**config.mk**
```make
export PLATFORM = sky130hd
export DESIGN_NAME = subleq_sequencer_flat
export DESIGN_NICKNAME = d
export VERILOG_FILES = /design/src/rtl/subleq_sequencer_if.sv /design/src/rtl/subleq_sequencer.sv /design/src/flat_wrapper.sv
export SDC_FILE = /design/constraint.sdc
export NUM_CORES = 1
export LEC_CHECK = 0
export CAP_MARGIN = 20
export CORE_ASPECT_RATIO = 1.75
export CORE_MARGIN = 1
export CORE_UTILIZATION = 55
export DETAILED_ROUTE_END_ITERATION = 10
export HOLD_SLACK_MARGIN = 0.08
export PLACE_DENSITY_LB_ADDON = 0.15
export SYNTH_ARGS = -nofsm -noshare
export SYNTH_HDL_FRONTEND = slang
export SYNTH_SLANG_ARGS = --single-unit
```
**constraint.sdc**
```tcl
create_clock -name clkIn -period 6.9 [get_ports clkIn]
set_input_delay 1.38 -clock clkIn [delete_from_list [all_inputs] [get_ports clkIn]]
set_output_delay 1.38 -clock clkIn [all_outputs]
set_load 0.01 [all_outputs]
```
**src/rtl/subleq_sequencer_if.sv**
```systemverilog
// Shared memory port of the SUBLEQ sequencer: one request at a time, completed by memAck.
interface subleq_sequencer_if #(
  parameter int WIDTH = 16
);
  logic [WIDTH-1:0] memAddr;
  logic             memRdEn;
  logic             memWrEn;
  logic [WIDTH-1:0] memWData;
  logic [WIDTH-1:0] memRData;
  logic             memAck;

  modport master (
    output memAddr, memRdEn, memWrEn, memWData,
    input  memRData, memAck
  );

  modport slave (
    input  memAddr, memRdEn, memWrEn, memWData,
    output memRData, memAck
  );
endinterface

```
**src/rtl/subleq_sequencer.sv**
```systemverilog
// SUBLEQ instruction sequencer driving a single req/ack memory port.
// Optional 32-bit retired-instruction counter: define SUBLEQ_SEQ_INSTR_COUNT_EN.
module subleq_sequencer #(
  parameter int               WIDTH    = 16,
  parameter logic [WIDTH-1:0] RESET_PC = {WIDTH{1'b0}}
) (
  input  logic               clkIn,
  input  logic               reset,
  input  logic               start,
  subleq_sequencer_if.master mem,
  output logic [WIDTH-1:0]   pc,
  output logic               busy,
  output logic               halted
`ifdef SUBLEQ_SEQ_INSTR_COUNT_EN
  ,
  output logic [31:0]        instrCount
`endif
);

  typedef enum logic [2:0] {
    ST_IDLE    = 3'd0,
    ST_FETCH_A = 3'd1,
    ST_FETCH_B = 3'd2,
    ST_FETCH_C = 3'd3,
    ST_LOAD_A  = 3'd4,
    ST_LOAD_B  = 3'd5,
    ST_WRITE   = 3'd6,
    ST_HALT    = 3'd7
  } state_t;

  state_t           state_r, state_s;
  logic [WIDTH-1:0] pc_r, pc_s;
  logic [WIDTH-1:0] a_r, a_s, b_r, b_s, c_r, c_s;
  logic [WIDTH-1:0] opa_r, opa_s, opb_r, opb_s;
  logic [WIDTH-1:0] addr_r, addr_s, wdata_r, wdata_s;
  logic             rd_en_r, rd_en_s, wr_en_r, wr_en_s;
  logic             busy_r, busy_s, halted_r, halted_s;
  logic [WIDTH-1:0] diff_s;
  logic             taken_s;

  assign mem.memAddr  = addr_r;
  assign mem.memRdEn  = rd_en_r;
  assign mem.memWrEn  = wr_en_r;
  assign mem.memWData = wdata_r;
  assign pc           = pc_r;
  assign busy         = busy_r;
  assign halted       = halted_r;

  // State register plus every output, loaded from the next-state values so outputs track the state.
  always_ff @(posedge clkIn or posedge reset) begin
    if (reset) begin
      state_r  <= ST_IDLE;
      pc_r     <= RESET_PC;
      a_r      <= {WIDTH{1'b0}};
      b_r      <= {WIDTH{1'b0}};
      c_r      <= {WIDTH{1'b0}};
      opa_r    <= {WIDTH{1'b0}};
      opb_r    <= {WIDTH{1'b0}};
      addr_r   <= {WIDTH{1'b0}};
      wdata_r  <= {WIDTH{1'b0}};
      rd_en_r  <= 1'b0;
      wr_en_r  <= 1'b0;
      busy_r   <= 1'b0;
      halted_r <= 1'b0;
    end else begin
      state_r  <= state_s;
      pc_r     <= pc_s;
      a_r      <= a_s;
      b_r      <= b_s;
      c_r      <= c_s;
      opa_r    <= opa_s;
      opb_r    <= opb_s;
      addr_r   <= addr_s;
      wdata_r  <= wdata_s;
      rd_en_r  <= rd_en_s;
      wr_en_r  <= wr_en_s;
      busy_r   <= busy_s;
      halted_r <= halted_s;
    end
  end

  // Next-state logic: the address/data of the next request is set up on the transition into its state.
  always_comb begin
    state_s = state_r;
    pc_s    = pc_r;
    a_s     = a_r;
    b_s     = b_r;
    c_s     = c_r;
    opa_s   = opa_r;
    opb_s   = opb_r;
    addr_s  = addr_r;
    wdata_s = wdata_r;
    diff_s  = opb_r - opa_r;
    taken_s = diff_s[WIDTH-1] | (diff_s == {WIDTH{1'b0}});

    case (state_r)
      ST_IDLE: begin
        if (start) begin
          state_s = ST_FETCH_A;
          addr_s  = pc_r;
        end else begin
          state_s = ST_IDLE;
        end
      end
      ST_FETCH_A: begin
        if (mem.memAck) begin
          a_s     = mem.memRData;
          state_s = ST_FETCH_B;
          addr_s  = pc_r + WIDTH'(1'b1);
        end else begin
          state_s = ST_FETCH_A;
        end
      end
      ST_FETCH_B: begin
        if (mem.memAck) begin
          b_s     = mem.memRData;
          state_s = ST_FETCH_C;
          addr_s  = pc_r + WIDTH'(2'd2);
        end else begin
          state_s = ST_FETCH_B;
        end
      end
      ST_FETCH_C: begin
        if (mem.memAck) begin
          c_s     = mem.memRData;
          state_s = ST_LOAD_A;
          addr_s  = a_r;
        end else begin
          state_s = ST_FETCH_C;
        end
      end
      ST_LOAD_A: begin
        if (mem.memAck) begin
          opa_s   = mem.memRData;
          state_s = ST_LOAD_B;
          addr_s  = b_r;
        end else begin
          state_s = ST_LOAD_A;
        end
      end
      ST_LOAD_B: begin
        if (mem.memAck) begin
          opb_s   = mem.memRData;
          state_s = ST_WRITE;
          addr_s  = b_r;
          wdata_s = mem.memRData - opa_r;
        end else begin
          state_s = ST_LOAD_B;
        end
      end
      ST_WRITE: begin
        if (mem.memAck) begin
          if (taken_s) begin
            // A taken branch onto itself can never make progress, so it is the halt idiom.
            if (c_r == pc_r) begin
              state_s = ST_HALT;
            end else begin
              state_s = ST_FETCH_A;
              pc_s    = c_r;
              addr_s  = c_r;
            end
          end else begin
            state_s = ST_FETCH_A;
            pc_s    = pc_r + WIDTH'(2'd3);
            addr_s  = pc_r + WIDTH'(2'd3);
          end
        end else begin
          state_s = ST_WRITE;
        end
      end
      ST_HALT: begin
        if (start) begin
          state_s = ST_FETCH_A;
          pc_s    = RESET_PC;
          addr_s  = RESET_PC;
        end else begin
          state_s = ST_HALT;
        end
      end
      default: begin
        state_s = ST_IDLE;
      end
    endcase

    rd_en_s  = (state_s == ST_FETCH_A) || (state_s == ST_FETCH_B) || (state_s == ST_FETCH_C) ||
               (state_s == ST_LOAD_A)  || (state_s == ST_LOAD_B);
    wr_en_s  = (state_s == ST_WRITE);
    busy_s   = (state_s != ST_IDLE) && (state_s != ST_HALT);
    halted_s = (state_s == ST_HALT);
  end

`ifdef SUBLEQ_SEQ_INSTR_COUNT_EN
  logic [31:0] cnt_r;

  // Retired-instruction counter: one per completed write-back, restarted along with the program.
  always_ff @(posedge clkIn or posedge reset) begin
    if (reset) begin
      cnt_r <= 32'd0;
    end else if ((state_r == ST_HALT) && start) begin
      cnt_r <= 32'd0;
    end else if ((state_r == ST_WRITE) && mem.memAck) begin
      cnt_r <= cnt_r + 32'd1;
    end else begin
      cnt_r <= cnt_r;
    end
  end

  assign instrCount = cnt_r;
`else
  // Instruction counter not built in this configuration.
`endif

endmodule

```
**src/flat_wrapper.sv**
```systemverilog
// flat-port wrapper written by rule: the top's interface ports become plain ports
module subleq_sequencer_flat 
#(
  parameter int               WIDTH    = 16,
  parameter logic [WIDTH-1:0] RESET_PC = {WIDTH{1'b0}}
)
  (clkIn, reset, start, pc, busy, halted, mem_memAddr, mem_memRdEn, mem_memWrEn, mem_memWData, mem_memRData, mem_memAck);
  subleq_sequencer_if #(.WIDTH(WIDTH)) mem_i ();
  input  logic clkIn;
  input  logic reset;
  input  logic start;
  output logic [WIDTH-1:0] pc;
  output logic busy;
  output logic halted;
  output wire logic [$bits(mem_i.memAddr)-1:0] mem_memAddr;
  output wire logic [$bits(mem_i.memRdEn)-1:0] mem_memRdEn;
  output wire logic [$bits(mem_i.memWrEn)-1:0] mem_memWrEn;
  output wire logic [$bits(mem_i.memWData)-1:0] mem_memWData;
  input wire logic [$bits(mem_i.memRData)-1:0] mem_memRData;
  input wire logic [$bits(mem_i.memAck)-1:0] mem_memAck;
  assign mem_memAddr = mem_i.memAddr;
  assign mem_memRdEn = mem_i.memRdEn;
  assign mem_memWrEn = mem_i.memWrEn;
  assign mem_memWData = mem_i.memWData;
  assign mem_i.memRData = mem_memRData;
  assign mem_i.memAck = mem_memAck;
  subleq_sequencer #(.WIDTH(WIDTH), .RESET_PC(RESET_PC)) u_core (.clkIn(clkIn), .reset(reset), .start(start), .mem(mem_i), .pc(pc), .busy(busy), .halted(halted));
endmodule
```
* After elaboration in Yosys (flattened, before gate mapping)
Index checks and enable logic that the tools add are counted.
** Word-level totals
- Flip-flop bits (word level) :: 135
- Latch bits :: 0
- Memory bits (writable) :: 0
- Bits in read-only memories :: 0
- Input port bits :: 20
- Output and inout port bits :: 52
- Word-level logic and storage cells :: 82
- Memories kept :: 0
** Operators by class
- Add/subtract/negate cells :: 5
- Multiply operators :: 0
- Div/mod/pow operators :: 0
- $lt $le $gt $ge :: 0
- Equality and inequality tests :: 24
- Shift-type cells :: 0
- Mux-type cells :: 22
- Bitwise logic cells :: 1
- Reductions and logical operators :: 17
** Operators by type and width (count)
- two-way mux 16 bit :: 9
- one-hot mux 16 bit (7 select lines) :: 1
- adder 16 x 2 -> 16 bit, second input constant :: 2
- one-hot mux 16 bit (2 select lines) :: 1
- subtractor 16 bit :: 2
- == test 3 bit, second input constant :: 8
- one-hot mux 3 bit (8 select lines) :: 1
- adder 16 x 1 -> 16 bit, second input constant :: 1
- == test 16 bit :: 1
- zero test 16 bit :: 1
- two-way mux 3 bit :: 5
- == test 3 x 2 -> 1 bit, second input constant :: 4
- != test 2 bit, second input constant :: 6
- AND reduction 2 bit :: 5
- AND reduction 8 bit :: 1
- == test 3 x 1 -> 1 bit, second input constant :: 2
- != test 3 bit, second input constant :: 2
- logical OR 1 bit :: 4
- two-way mux 2 bit :: 2
- AND reduction 4 bit :: 1
- zero test 3 bit :: 1
- two-way mux 1 bit :: 3
- nonzero test 3 bit :: 1
- != test 2 x 1 -> 1 bit, second input constant :: 1
- 4 further kinds :: 4

* Longest topological paths before layout
- Depth in word-level cells :: 11
- Mapped depth :: 15
- Mapped depth without buffers :: 13

* Least setup slack after synthesis
OpenSTA, ideal clock, no wires.
- Path type :: input to register
- From :: in mem_memRData[0]
- To :: reg u_core.wdata_r[14] (netlist: u_core.mem.memWData[14])
- Arrival :: 3.664 ns
- Setup slack :: 3.105 ns
- Cell stages on the path :: 13
- Path buffers :: 0
- Cell sequence :: inv_1 ha_1 fa_1 nor2b_1 o21ai_0 a21boi_0 o21ai_0 a21oi_1 nand4_1 a41oi_1 a21oi_1 nor4bb_1 or3_1
** On the way
- Longest elaborated chain between the ends :: 1
** Ends and longest elaborated chain
- from (decl) :: RTL line flat_wrapper.sv:19 : input wire logic [$bits(mem_i.memRData)-1:0] mem_memRData;
- subtractor 16 bit :: RTL line subleq_sequencer.sv:146 : wdata_s = mem.memRData - opa_r;
- to (signal assigned) :: RTL line subleq_sequencer.sv:60 : wdata_r <= {WIDTH{1'b0}};
- to (signal assigned) :: RTL line subleq_sequencer.sv:74 : wdata_r <= wdata_s;
- to (decl) :: RTL line subleq_sequencer.sv:35 : logic [WIDTH-1:0] addr_r, addr_s, wdata_r, wdata_s;
Every way passes these cells.
A chain may end at the register's enable or synchronous reset.

* Final worst setup path
- From :: reg u_core.opa_r[0]
- To :: reg u_core.addr_r[6] (netlist: u_core.mem.memAddr[6])
** On the way
- Longest elaborated chain between the ends :: 6
- Elaborated cells on any way between the ends :: 8
- Those cells by class :: add/sub: 1; eq/ne: 1; mux: 3; bitwise: 1; reduce/logical: 2
** Ends and longest elaborated chain
- from (decl) :: RTL line subleq_sequencer.sv:34 : logic [WIDTH-1:0] opa_r, opa_s, opb_r, opb_s;
- from (signal assigned) :: RTL line subleq_sequencer.sv:57 : opa_r <= {WIDTH{1'b0}};
- from (signal assigned) :: RTL line subleq_sequencer.sv:71 : opa_r <= opa_s;
- subtractor 16 bit * :: RTL line subleq_sequencer.sv:93 : diff_s = opb_r - opa_r;
- zero test 16 bit :: RTL line subleq_sequencer.sv:94 : taken_s = diff_s[WIDTH-1] | (diff_s == {WIDTH{1'b0}});
- bitwise OR 1 bit * :: RTL line subleq_sequencer.sv:94
- two-way mux 16 bit :: RTL line subleq_sequencer.sv:153 : if (taken_s) begin
- two-way mux 16 bit :: RTL line subleq_sequencer.sv:152 : if (mem.memAck) begin
- one-hot mux 16 bit (7 select lines) :: RTL line subleq_sequencer.sv:96 : case (state_r)
- to (signal assigned) :: RTL line subleq_sequencer.sv:59 : addr_r <= {WIDTH{1'b0}};
- to (signal assigned) :: RTL line subleq_sequencer.sv:73 : addr_r <= addr_s;
- to (decl) :: RTL line subleq_sequencer.sv:35
Mark *: on every way between the ends. The rest lies on a longest branch, timed or not. The select of a mux whose other input is x is not followed.

==> summary.txt <==
Detailed routing
  – DR WL/cell: 19.0 um
  – Initial drt markers: 378
  – Via Count: 6901
  – DR pass1 iterations: 5
  – DRT Wirelength: 21.7 mm
  – Drt drc: 0
  – Detail Route Antenna Nets: 0
  – Drt via density: 6.03

STA
  – Setup tns final: 0 ns
  – Max Freq: 220 MHz
  – Post-route worst setup slack: 2.36 ns
  – Hold Vio Cnt, Final: 0
  – Worst clock skew: 0.0105 ns
  – Worst-margin pin slew: 1.03 ns
  – Final setup fails: 0
  – Period utilisation layout: 0.658
  – Final Max Slew Viols: 0
  – Max_slew headroom: 0.314
  – RSZ-0062 raised after global routing: no
  – Final Hold Slack: 0.473 ns
  – Fin crit period: 4.54 ns

Clock tree
  – Post-cts resize count: 0
  – Reg clk slew, reported paths: 0.06 ns
  – Clk Latency, worst-skew pair: 0.42 ns
  – CTS tree: done
  – CTS Buf Count: 17
  – Postcts setup bufs: 0
  – Number of H-tree levels: 4
  – CTS Sinks: 135
  – # hold bufs at CTS: 0
  – Clk buf depth: 2
  – Root Driver: clkbuf_16

Logic synthesis
  – Post-synth top cells: dfrtp_1, nand2_1, nor2_1, mux2_2, o21ai_0
  – Compound-gate portion of the synthesized area: 0.187
  – Largest family of logic cells by synthesized area: compound AO/OA/AOI/OAI gates
  – Yosys warns: 0
  – Synth Instances: 910
  – Largest cells by area after synthesis: dfrtp_1, mux2_2, ha_1
  – Synth top area share: 0.399
  – Synthesized Nets: 966
  – Syn avg cell area: 9.31 um2
  – Most common cell in the netlist: dfrtp_1
  – Synth Area in Adders: 0.0549
  – Synthesis-stage register bit count: 135
  – Yosys top cell by area: dfrtp_1
  – Synth Flop Type: dfrtp_1
  – Cell Area, Synth: 8480 um2
  – Unique masters post-synth: 74
  – Post-Synth Simple-Gate Area: 0.155
  – Sequential fraction of the synthesis area: 0.399
  – Proportion of synthesized area in mux cells: 0.107
  – Xor/xnor cell area share of the yosys netlist: 0.0527
  – Post-synth EDFFs: 0
  – FFs w/ async S/R, synth: 1.00

Cells and area
  – Multi-input logic area: 4720 um2
  – Share of cells above drive strength 1: 0.128
  – Final nets: 1005
  – FF/Latch Area: 3380 um2
  – N_diodes: 0
  – Fin area: 9790 um2
  – # fillers: 1274
  – Syn-to-layout area delta: 15.5%

Setup path
  – WP data arrival: 4.84 ns
  – Crit start category: flop
  – Crit-path max FO: 29
  – Critical Path End Type: flop
  – Req. time, crit path: 7.20 ns
  – CP Class: flop to flop

GRT
  – Total gr overflow: 0
  – Initial antenna violation count: 0
  – Vias in the first global route: 6909
  – Total GRT Usage: 0.291
  – Largest net degree at the start of global routing: 75
  – First-pass GRT wire length: 35.2 mm

Floorplan
  – CORE AREA: 15000 um2
  – Die Width: 95.8 um
  – IO Pins: 72
  – Starting density of the core: 0.566
  – Site Rows: 59
  – Die Height: 166 um
  – Die ar.: 15900 um2

Power and ir drop
  – Max rail drop VDD: 0.373 mV
  – Switch Pwr: 2.44 mW
  – Seq pwr share: 0.276
  – Switching Fraction: 0.441
  – Comb power frac: 0.562
  – Clock share of power: 0.163
  – P_leak: 4.18 nW
  – Pwr Total: 5.53 mW
  – Pwr Density: 565 nW/um2
  – Internal: 3.09 mW

Min path
  – Min-delay worst type: flop to flop

Place
  – GP Congestion: 0.944
  – Port bufs: 71
  – Placement Setup Slack: 2.05 ns
  – Placed cell area: 9210 um2
  – Hpwl dp: 16.4 mm

Job
  – Max Cap Viol: 0

Status
  – Status: complete, no violations
==> cell type report <==
cell class | instances | share of cell area
Multi-Input combinational cell | 685 | 0.482
Sequential cell | 135 | 0.345
Timing Repair Buffer | 77 | 0.0772
Clock buffer | 18 | 0.0438
Tap cell | 183 | 0.0234
Clock inverter | 13 | 0.0152
Inverter | 33 | 0.0132
==> power by group through the flow <==
stage	sequential, mW	combinational, mW	clock (mW)
final	1.52	3.11	0.899
after global routing	1.58	3.42	0.946
after CTS	1.52	3.09	0.910
after detailed placement	1.53	3.07	0
after global placement	1.52	3.04	0
after floorplan	1.42	2.32	0
==> worst paths after layout <==
| path | to | slack [ns] | depth (start not counted) | from |
|---|---|---|---|---|
| min reg2reg | u_core.mem.memAddr[5] | 0.47 | 2 | u_core.mem.memAddr[5] |
| min in group asynchronous | u_core.opa_r[0] | 1.44 | 2 | reset |
| min | u_core.mem.memAddr[5] | 0.47 | 2 | u_core.mem.memAddr[5] |
| max reg2reg | u_core.mem.memAddr[6] | 2.36 | 11 | u_core.opa_r[0] |
| max in group asynchronous | u_core.mem.memWData[14] | 4.22 | 3 | reset |
| max | u_core.mem.memAddr[6] | 2.36 | 11 | u_core.opa_r[0] |
==> cells in the final DEF (no fill, tap or decap), drive strengths merged, types with 10 or more instances in the layout <==
cell type and instances:
a21oi 57, clkbuf 18, clkdlybuf4s50 71, dfrtp 135, ha 34, inv 36, mux2 66, mux2i 16
nand2 94, nand3 18, nor2 74, nor3 19, o211ai 11, o21ai 73, o31ai 10, xnor2 21
xor2 30
==> sequential cells by signal, summed over array words and instances (netlist names), 16 cells and up <==
name                 cells
u_core.a_r              16
u_core.opb_r            16
u_core.opa_r            16
u_core.pc               16
u_core.mem.memAddr      16
u_core.b_r              16
u_core.c_r              16
u_core.mem.memWData     16
==> per-layer routing <==
layer	track usage	routed length [um]	vias to the layer above
met5	0	0	-
met1	0.321	8430	3292
met4	0.171	1250	0
li1	-	-	3331
met3	0.0417	612	72
met2	0.514	11400	206
==> critical path, stage by stage (launching register included) <==
cell and delay, ns:
dfrtp_1 0.42, ha_1 0.22, fa_1 0.37, and2b_1 0.26
o22ai_1 0.09, a2111oi_0 0.33, o2111ai_1 0.33, a2111oi_4 0.45
nand4_4 0.20, a2111oi_4 0.59, a21o_1 0.76, mux2_1 0.38
==> kinds of logic (layout without fill, tap and decap cells) <==
logic type / after synthesis / count (layout)
DFF: 135 / 135
buffers and inverters: 90 / 141
muxes: 82 / 82
xor gates and xnor gates: 51 / 51
adders and majority gates: 36 / 36
and+or+nand+nor: 277 / 277
AOI/OAI and AO/OA: 239 / 239
==> metrics by stage <==
| stage | utilization | cells |
|---|---|---|
| 3_3_place_gp | 0.615 | 1113 |
| 5_1_grt | 0.653 | 1144 |
| 2_1_floorplan | - | 910 |
| 4_1_cts | 0.653 | 1144 |
| 6_report | 0.653 | 1144 |
| 3_5_place_dp | 0.615 | 1113 |
Power figures use the tool's default switching activity.
